[src/rtl/spi_burst_pkg.sv]
// Shared types and constants for the SPI burst sequencer and its FIFOs.
package spi_burst_pkg;

    localparam int BYTE_W = 8;

    localparam logic [BYTE_W-1:0] FILL_DEFAULT = 8'hFF;

    typedef enum logic [2:0] {
        ST_IDLE,
        ST_LOAD,
        ST_START,
        ST_WAIT,
        ST_CAPTURE,
        ST_DONE
    } state_e;

endpackage

[src/rtl/spi_burst_ctrl_sync_fifo.sv]
// Show-ahead synchronous FIFO with occupancy count; a pop in the same cycle
// frees a slot for a push even when the FIFO is full.
module sync_fifo
    import spi_burst_pkg::*;
#(
    parameter int DEPTH = 8,
    parameter int WIDTH = BYTE_W
) (
    input  logic                   clk,
    input  logic                   rst,
    input  logic                   wr,
    input  logic [WIDTH-1:0]       wdata,
    input  logic                   rd,
    output logic [WIDTH-1:0]       rdata,
    output logic                   empty,
    output logic [$clog2(DEPTH):0] count
);

    localparam int AW = $clog2(DEPTH);
    localparam logic [AW:0] FULL_CNT = (AW + 1)'(DEPTH);

    logic [WIDTH-1:0] mem_q [DEPTH];
    logic [AW-1:0]    wr_ptr_q, wr_ptr_d;
    logic [AW-1:0]    rd_ptr_q, rd_ptr_d;
    logic [AW:0]      count_q, count_d;
    logic             full;
    logic             rd_ok;
    logic             wr_ok;

    assign empty = (count_q == '0);
    assign full  = (count_q == FULL_CNT);
    assign count = count_q;
    assign rdata = empty ? '0 : mem_q[rd_ptr_q];

    assign rd_ok = rd && !empty;
    assign wr_ok = wr && (!full || rd_ok);

    always_comb begin
        wr_ptr_d = wr_ok ? wr_ptr_q + 1'b1 : wr_ptr_q;
        rd_ptr_d = rd_ok ? rd_ptr_q + 1'b1 : rd_ptr_q;
        unique case ({wr_ok, rd_ok})
            2'b10:   count_d = count_q + 1'b1;
            2'b01:   count_d = count_q - 1'b1;
            default: count_d = count_q;
        endcase
    end

    // NOTE: sequential state uses non-blocking assignments so every flop samples pre-edge values.
    always_ff @(posedge clk or posedge rst) begin
        if (rst) begin
            wr_ptr_q <= '0;
            rd_ptr_q <= '0;
            count_q  <= '0;
        end else begin
            wr_ptr_q <= wr_ptr_d;
            rd_ptr_q <= rd_ptr_d;
            count_q  <= count_d;
        end
    end

    // NOTE: the storage array has no reset; the count alone decides which entries are valid.
    always_ff @(posedge clk) begin
        if (wr_ok) begin
            mem_q[wr_ptr_q] <= wdata;
        end
    end

endmodule

[src/rtl/spi_burst_ctrl.sv]
// Runs multi-byte SPI bursts: feeds TX FIFO bytes to the SPI master one at a
// time through its start/busy handshake and collects replies in an RX FIFO.
module spi_burst_ctrl
    import spi_burst_pkg::*;
#(
    parameter int                DEPTH = 8,
    parameter int                LEN_W = 8,
    parameter logic [BYTE_W-1:0] FILL  = FILL_DEFAULT
) (
    input  logic                   clk,
    input  logic                   rst,
    input  logic                   tx_wr,
    input  logic [BYTE_W-1:0]      tx_wdata,
    output logic                   tx_full,
    output logic [$clog2(DEPTH):0] tx_count,
    input  logic                   rx_rd,
    output logic [BYTE_W-1:0]      rx_rdata,
    output logic                   rx_empty,
    input  logic                   go,
    input  logic [LEN_W-1:0]       len,
    input  logic                   clr_ovf,
    output logic                   active,
    output logic                   done,
    output logic                   rx_ovf,
    output logic [BYTE_W-1:0]      spi_tx_data,
    output logic                   spi_start,
    input  logic                   spi_busy,
    input  logic [BYTE_W-1:0]      spi_rx_data
);

    localparam int CW = $clog2(DEPTH) + 1;
    localparam logic [CW-1:0] FULL_CNT = CW'(DEPTH);

    state_e            state_q, state_d;
    logic [LEN_W-1:0]  rem_q, rem_d;
    logic [BYTE_W-1:0] spi_tx_data_q, spi_tx_data_d;
    logic              spi_start_q, spi_start_d;
    logic              rx_ovf_q, rx_ovf_d;

    logic              tx_rd;
    logic              tx_empty;
    logic [BYTE_W-1:0] tx_head;
    logic              rx_push;
    logic              rx_full;
    logic              rx_drop;
    logic [CW-1:0]     rx_count;

    sync_fifo #(
        .DEPTH (DEPTH),
        .WIDTH (BYTE_W)
    ) u_tx_fifo (
        .clk   (clk),
        .rst   (rst),
        .wr    (tx_wr),
        .wdata (tx_wdata),
        .rd    (tx_rd),
        .rdata (tx_head),
        .empty (tx_empty),
        .count (tx_count)
    );

    sync_fifo #(
        .DEPTH (DEPTH),
        .WIDTH (BYTE_W)
    ) u_rx_fifo (
        .clk   (clk),
        .rst   (rst),
        .wr    (rx_push),
        .wdata (spi_rx_data),
        .rd    (rx_rd),
        .rdata (rx_rdata),
        .empty (rx_empty),
        .count (rx_count)
    );

    assign tx_full = (tx_count == FULL_CNT);
    assign rx_full = (rx_count == FULL_CNT);

    // A same-cycle pop frees the slot first, so only an unread full FIFO drops.
    assign rx_drop = rx_push && rx_full && !rx_rd;

    always_comb begin
        // NOTE: every signal gets a default first, so no path through the case infers a latch.
        state_d       = state_q;
        rem_d         = rem_q;
        spi_tx_data_d = spi_tx_data_q;
        tx_rd         = 1'b0;
        rx_push       = 1'b0;
        unique case (state_q)
            ST_IDLE: begin
                if (go) begin
                    if (len != '0) begin
                        rem_d   = len;
                        state_d = ST_LOAD;
                    end else begin
                        state_d = ST_DONE;
                    end
                end
            end
            ST_LOAD: begin
                tx_rd         = !tx_empty;
                spi_tx_data_d = tx_empty ? FILL : tx_head;
                state_d       = ST_START;
            end
            ST_START: begin
                if (spi_busy) begin
                    state_d = ST_WAIT;
                end
            end
            ST_WAIT: begin
                if (!spi_busy) begin
                    state_d = ST_CAPTURE;
                end
            end
            ST_CAPTURE: begin
                rx_push = 1'b1;
                rem_d   = rem_q - 1'b1;
                state_d = (rem_d != '0) ? ST_LOAD : ST_DONE;
            end
            ST_DONE: begin
                state_d = ST_IDLE;
            end
            default: begin
                state_d = ST_IDLE;
            end
        endcase
        // Registered so the start request drops on the same edge that sees busy.
        spi_start_d = (state_d == ST_START);
        rx_ovf_d    = rx_drop ? 1'b1 : (clr_ovf ? 1'b0 : rx_ovf_q);
    end

    always_ff @(posedge clk or posedge rst) begin
        if (rst) begin
            state_q       <= ST_IDLE;
            rem_q         <= '0;
            spi_tx_data_q <= '0;
            spi_start_q   <= 1'b0;
            rx_ovf_q      <= 1'b0;
        end else begin
            state_q       <= state_d;
            rem_q         <= rem_d;
            spi_tx_data_q <= spi_tx_data_d;
            spi_start_q   <= spi_start_d;
            rx_ovf_q      <= rx_ovf_d;
        end
    end

    assign active      = (state_q != ST_IDLE);
    assign done        = (state_q == ST_DONE);
    assign rx_ovf      = rx_ovf_q;
    assign spi_tx_data = spi_tx_data_q;
    assign spi_start   = spi_start_q;

endmodule
[config.mk]
export PLATFORM = sky130hd
export DESIGN_NAME = spi_burst_ctrl
export DESIGN_NICKNAME = d
export VERILOG_FILES = /design/src/rtl/spi_burst_pkg.sv /design/src/rtl/spi_burst_ctrl_sync_fifo.sv /design/src/rtl/spi_burst_ctrl.sv
export SDC_FILE = /design/constraint.sdc
export NUM_CORES = 1
export LEC_CHECK = 0
export ABC_AREA = 0
export BUFFER_PORTS_ARGS = -buffer_cell sky130_fd_sc_hd__buf_2
export CORE_AREA = 8 8 114 127
export DETAILED_ROUTE_END_ITERATION = 6
export DIE_AREA = 0 0 122 135
export PLACE_DENSITY = 0.91
export SLEW_MARGIN = 20
export SYNTH_ARGS = -nofsm -noshare
export SYNTH_HDL_FRONTEND = slang
export SYNTH_SLANG_ARGS = --single-unit
[constraint.sdc]
create_clock -name clk -period 2.8 [get_ports clk]
set_input_delay 0.28 -clock clk [delete_from_list [all_inputs] [get_ports clk]]
set_output_delay 0.28 -clock clk [all_outputs]
set_load 0.01 [all_outputs]
* Yosys cells after proc, flatten, opt, wreduce, memory -nomap -nowiden *
Memories as Yosys holds them, arrays and structs flattened.
Cells that the tools add are included.

storage, ports and cells
  bits in writable memories = 128
  logic and storage cells = 81
  bits in registers = 41
  bits of input ports = 31
  bits in latches = 0
  output and inout port bits = 26
  memories = 2
  bits in read-only memories = 0

cells by class
  reductions and logical operators = 24
  magnitude comparators = 0
  add/subtract/negate cells = 9
  div/mod/pow operators = 0
  shift-type cells = 0
  multiply operators = 0
  equality and inequality tests = 14
  muxes and demuxes = 21
  bitwise gates (word level) = 0

memories
  memory           depth  width  rd ports  clocked after memory_dff  write ports  RTL line                        RTL
  u_rx_fifo.mem_q  8      8      1         0                         1            spi_burst_ctrl_sync_fifo.sv:22  logic [WIDTH-1:0] mem_q [DEPTH];
  u_tx_fifo.mem_q  8      8      1         0                         1            spi_burst_ctrl_sync_fifo.sv:22

operators by type and width
  operator                                                             count
  8-bit 2-to-1 mux                                                     4
  4-bit case mux with 2 select lines                                   2
  8-bit case mux with 2 select lines                                   1
  8-bit nonzero test                                                   2
  3-bit 2-to-1 mux                                                     5
  3-bit case mux with 5 select lines                                   1
  3-bit by 1-bit adder with 3-bit output (second input constant)       4
  3-bit by 2-bit == test with 1-bit output (second input constant)     3
  4-bit by 1-bit adder with 4-bit output (second input constant)       2
  4-bit == test (second input constant)                                2
  4-bit logical NOT                                                    2
  1-bit 2-to-1 mux                                                     8
  2-bit nonzero test                                                   4
  4-bit by 1-bit subtractor with 4-bit output (second input constant)  2
  8-bit by 1-bit subtractor with 8-bit output (second input constant)  1
  3-bit == test (second input constant)                                2
  1-bit logical AND                                                    6
  1-bit logical NOT                                                    5
  2-bit by 1-bit == test with 1-bit output (second input constant)     2
  2-bit == test (second input constant)                                2
  2-bit != test (second input constant)                                2
  3-bit by 1-bit == test with 1-bit output (second input constant)     1
  3-bit logical NOT                                                    1
  3-bit AND reduction                                                  1
  2 further kinds                                                      3

* Logic depth before layout (Yosys ltp) *
  depth in word-level cells = 8
  depth in mapped cells = 11
  mapped depth without buffers = 9

* Hierarchy *
A second synthesis with hierarchy kept.

unflattened totals
  cells, all modules = 466
  area, all modules = 7375.8 um^2

modules (own cells, without submodules)
  module                 seq. area each (um^2)  area an instance (um^2)  times used  cells an instance
  sync_fifo (u_rx_fifo)  2172.1                 3091.7                   1           170
  sync_fifo (u_tx_fifo)  2172.1                 3078.0                   1           159
  spi_burst_ctrl         525.5                  1206.2                   1           137

* Worst setup path before layout *
Ideal clock, no wire load.

  path type = reg2reg
  from = register u_tx_fifo.count_q[0] (netlist: u_tx_fifo.count[0])
  to = register u_tx_fifo.count_q[3] (netlist: u_tx_fifo.count[3])
  library setup time = 130 ps
  cell stages (with the launch flop) = 11
  data required time = 2670 ps
  setup slack = 300 ps
  clock period less this slack = 2500 ps
  buffers on the path = 1
  arrival = 2370 ps
  path through = dfrtp_1 > or3_1 > o21a_1 > buf_2 > nand2_1 > inv_1 > ha_1 > a21o_1 > a2111o_1 > o211ai_1 > nand3_1

on the way
  cells in the longest elaborated chain, start to end = 8
  elaborated cells between the ends (all ways) = 14
  those cells by class = add/sub: 2; eq/ne: 3; mux: 2; reduce/logical: 7

RTL lines
  item                                                                       RTL line                                               RTL
  from (decl)                                                                spi_burst_ctrl_sync_fifo.sv:25                         logic [AW:0] count_q, count_d;
  from (signal assigned)                                                     spi_burst_ctrl_sync_fifo.sv:57                         count_q <= count_d;
  4-bit logical NOT                                                          spi_burst_ctrl_sync_fifo.sv:30                         assign empty = (count_q == '0);
  1-bit logical NOT                                                          spi_burst_ctrl_sync_fifo.sv:35, spi_burst_ctrl.sv:101
  1-bit 2-to-1 mux                                                           spi_burst_ctrl.sv:89                                   unique case (state_q)
  1-bit logical AND                                                          spi_burst_ctrl_sync_fifo.sv:35                         assign rd_ok = rd && !empty;
  1-bit logical OR                                                           spi_burst_ctrl_sync_fifo.sv:36                         assign wr_ok = wr && (!full || rd_ok);
  1-bit logical AND                                                          spi_burst_ctrl_sync_fifo.sv:36
  2-bit by 1-bit == test with 1-bit output or 2-bit == test (tied branches)  spi_burst_ctrl_sync_fifo.sv:41                         unique case ({wr_ok, rd_ok})
  4-bit case mux with 2 select lines or 2-bit nonzero test (tied branches)   -

Several ways; a longest one is shown, not always the timed one.
A chain may end at the register's enable or synchronous reset.

* Worst setup path after layout *
  from = register state_q[0]
  to = register u_rx_fifo.count_q[3] (netlist: u_rx_fifo.count[3])

on the way
  cells in the longest elaborated chain, start to end = 5
  elaborated cells between the ends (all ways) = 7
  those cells by class = eq/ne: 3; mux: 2; reduce/logical: 2

RTL lines
  item                                                                       RTL line                        RTL
  from (decl)                                                                spi_burst_ctrl.sv:34            state_e state_q, state_d;
  from (signal assigned)                                                     spi_burst_ctrl.sv:140           state_q <= state_d;
  3-bit == test (*)                                                          spi_burst_ctrl.sv:89
  1-bit 2-to-1 mux (*)                                                       spi_burst_ctrl.sv:89
  1-bit logical AND (*)                                                      spi_burst_ctrl_sync_fifo.sv:36
  2-bit by 1-bit == test with 1-bit output or 2-bit == test (tied branches)  spi_burst_ctrl_sync_fifo.sv:41
  4-bit case mux with 2 select lines or 2-bit nonzero test (tied branches)   -
  to (signal assigned)                                                       spi_burst_ctrl_sync_fifo.sv:57
  to (decl)                                                                  spi_burst_ctrl_sync_fifo.sv:25

Mark *: on every way between the ends. The rest lies on a longest branch, timed or not.

==> results.json <==
{
  "status": "finished clean",
  "setup_viol": 0,
  "syn_nets": 489,
  "io_pins": 57,
  "p_clk_frac": 0.257,
  "postCtsSetupBuffers": 0,
  "synth.largest_area_cell": "edfxtp_1",
  "cts_root_buf": "clkbuf_16",
  "intPower_uw": 5670,
  "synthTopCellsByArea": "edfxtp_1, dfrtp_1, mux4_2, mux2i_1, nor2_1",
  "worst_path_most_repeated_cell": "ha_1",
  "clk_pin_slew_ns": 0.07,
  "maxCapViolations": 0,
  "dr.pass1.iters": 4,
  "hold_class": "primary input to register",
  "cts_tree": "yes",
  "gp_congestion": 0.858,
  "combPwrFrac": 0.313,
  "postSynthAreaPerCell_um2": 16.3,
  "critPathBufInv": 1,
  "drtIter0Drc": 214,
  "wl_um": 14200,
  "grt_antenna_before_repair": 0,
  "yosysWarnings": 0,
  "drv_slew": 0,
  "cp_top_family": "compound AO/OA/AOI/OAI gates",
  "worstSetupStartpointType": "register",
  "seq_area_frac_synth": 0.672,
  "place_area_um2": 7830,
  "seq_power_share": 0.430,
  "multi_input_area_um2": 2240,
  "switching_share": 0.337,
  "hold_buffers": 1,
  "synth_top_area_frac": 0.530,
  "cts_buffers": 17,
  "max_stage_delay_ns": 0.47,
  "clock_latency_ns": 0.42,
  "clock_skew_ns": 0.00526,
  "p_switching_uw": 2880,
  "vdd_drop_max_v": 0.000753,
  "ys.flop_type": "edfxtp_1",
  "grt_usage": 0.187,
  "nNetsFinal": 573,
  "drc": 0,
  "core_um2": 12300,
  "met1_length_um": 5700,
  "fin_area_um2": 8400,
  "die_h_um": 135,
  "worstSetupPathType": "register to register",
  "clockBufferDepth": 2,
  "grt_pass1_vias": 4507,
  "met3_wirelength_um": 574,
  "total_leakage_power_uw": 0.00316,
  "io_buffers": 56,
  "ys_ff_latch": 169,
  "cts.repair.resized": 0,
  "ys_top_cells_by_count": "edfxtp_1, dfrtp_1, nor2_1",
  "dp_hpwl_um": 9700,
  "routed.top_layer": "met4",
  "wl_per_cell_um": 20.3,
  "crit_slowest_cell": "or3b_1",
  "fmax_mhz": 403,
  "start_util": 0.589,
  "timing.final.ws_setup_ns": 0.319,
  "dp_slack_ns": 0.330,
  "hold_viol": 0,
  "globalRouteOverflowTotal": 0,
  "routed-wl-met2_um": 7640,
  "synth_edf_count": 128,
  "instances_no_fill": 699,
  "antenna_left": 0,
  "crit_required_ns": 3.14,
  "path_cells": "or3b_1 -> a31oi_4 -> inv_1 -> ha_1 -> ha_1 -> a21o_1 -> a21oi_1 -> mux2i_1 -> xnor2_1",
  "die_area_um2": 16500,
  "htree_levels": 4,
  "synthCells": 445,
  "syn_area_um2": 7250,
  "hold_ws_ns": 0.135,
  "yosysUniqueCellTypes": 63,
  "final.fill_count": 788,
  "dp_cells": 666,
  "crit_fanout": 8,
  "slew_headroom": 0.468,
  "drive_gt1_frac": 0.301,
  "worst_pin_slew_ns": 0.798,
  "end_kind": "register",
  "grt_pass1_wl_um": 23400,
  "arrival_ns": 2.83,
  "clock-sinks": 169,
  "post-synth-top-count-cell": "edfxtp_1",
  "vias_per_cell": 5.92,
  "async_flop_share": 0.243,
  "grt_max_degree": 42,
  "rows": 43,
  "power.density_nw_per_um2": 1020,
  "min_period_ns": 2.48,
  "final-seq-area_um2": 4870,
  "area_delta_synth_final_pct": 15.9,
  "setup_tns_ns": 0,
  "rsz0062_at_grt": "no",
  "num_vias": 4140,
  "dieWidth_um": 122,
  "min_period_over_period": 0.886,
  "n_antenna_cell": 0
}
## worst reg2reg max path, cell delays in order (launching register included)
cell     delay [ns]
dfrtp_1        0.44
or3b_1         0.47
a31oi_4        0.18
inv_1          0.06
ha_1           0.24
ha_1           0.29
a21o_1         0.18
a21oi_1        0.17
mux2i_1        0.25
xnor2_1        0.13
## through the flow
step,total power (µW),utilization
floorplan,5550,-
global placement,6190,0.636
detailed placement,6380,0.636
CTS,8610,0.682
global route,9020,0.682
finish,8540,0.682
## final cells by class
| cell class | count | area share |
|---|---|---|
| multi-input combinational | 244 | 0.266 |
| sequential | 169 | 0.579 |
| inverter | 14 | 0.00625 |
| timing repair buffer | 83 | 0.0578 |
| clock inverter | 15 | 0.0161 |
| clock buffer | 17 | 0.0506 |
| tap | 157 | 0.0234 |
## cell usage in the layout (no fill, tap or decap), types with 2 or more instances in the layout
| cell type | synthesis | final |
|---|---|---|
| edfxtp_1 | 128 | 128 |
| buf_2 | 7 | 56 |
| nor2_1 | 41 | 41 |
| dfrtp_1 | 41 | 41 |
| mux4_2 | 32 | 32 |
| buf_4 | 1 | 26 |
| nand2_1 | 21 | 21 |
| a21oi_1 | 21 | 21 |
| mux2i_1 | 19 | 19 |
| clkbuf_16 | 0 | 17 |
| inv_1 | 13 | 12 |
| ha_1 | 11 | 11 |
| xnor2_1 | 10 | 10 |
| nor3_1 | 9 | 9 |
| nand2b_1 | 7 | 7 |
| nand3_1 | 5 | 5 |
| o221a_1 | 5 | 5 |
| o21ai_0 | 5 | 5 |
| inv_6 | 0 | 5 |
| xor2_1 | 4 | 4 |
| nand4_1 | 3 | 3 |
| clkinvlp_4 | 0 | 3 |
| inv_8 | 0 | 3 |
| nor4_1 | 2 | 2 |
| nor3b_2 | 2 | 2 |
| and2_1 | 2 | 2 |
| mux2_2 | 2 | 2 |
| mux2_1 | 2 | 2 |
| nand3b_1 | 2 | 2 |
| nor2b_1 | 2 | 2 |
| nor3b_1 | 2 | 2 |
| and3_1 | 2 | 2 |
| a41o_1 | 2 | 2 |
| a21o_1 | 2 | 2 |
| fa_1 | 2 | 2 |
| clkinv_2 | 0 | 2 |
## per-layer routing
layer  vias to the layer above  GRT usage
met4                         0     0.0700
met2                       113      0.328
li1                       1881          -
met1                      2124      0.215
met3                        22     0.0447
met5                         -          0
## final timing paths
| check | slack [ns] | startpoint | cells after the start | end |
|---|---|---|---|---|
| worst max-delay path | 0.32 | state_q[0] | 9 | u_rx_fifo.count[3] |
| worst min-delay path | 0.13 | spi_rx_data[5] | 1 | u_rx_fifo.mem_q[3][5] |
| worst max register to register | 0.32 | state_q[0] | 9 | u_rx_fifo.count[3] |
| worst min register to register | 0.54 | u_tx_fifo.wr_ptr_q[0] | 2 | u_tx_fifo.wr_ptr_q[0] |
| max in group asynchronous | 1.90 | rst | 4 | rem_q[7] |
| min in group asynchronous | 0.54 | rst | 4 | spi_start |
## power groups by stage
| stage | clock network, µW | logic, µW | registers (µW) |
|---|---|---|---|
| finish | 2190 | 2680 | 3670 |
| CTS | 2230 | 2710 | 3670 |
| floorplan | 0 | 2040 | 3500 |
| global route | 2340 | 2960 | 3730 |
| global placement | 0 | 2540 | 3660 |
| detailed placement | 0 | 2680 | 3700 |
## state kept, by name, summed over array words and instances, names as in the netlist, 3 cells and up
signal / flops
u_rx_fifo.wr_ptr_q: 3
state_q: 3
spi_tx_data: 8
u_tx_fifo.count: 4
u_rx_fifo.mem_q: 64
u_rx_fifo.rd_ptr_q: 3
u_rx_fifo.count: 4
rem_q: 8
u_tx_fifo.wr_ptr_q: 3
u_tx_fifo.rd_ptr_q: 3
u_tx_fifo.mem_q: 64
## logic make-up (layout without fill, tap and decap cells)
| family | count (synthesis) | after routing | share of synthesized area |
|---|---|---|---|
| simple gates | 110 | 110 | 0.0787 |
| fa+ha+maj | 13 | 13 | 0.0245 |
| flops | 169 | 169 | 0.672 |
| buf+inv | 32 | 129 | 0.0195 |
| xor+xnor | 14 | 14 | 0.0169 |
| compound gates | 51 | 51 | 0.0549 |
| mux | 56 | 56 | 0.134 |
(Power assumes the default switching activity.)
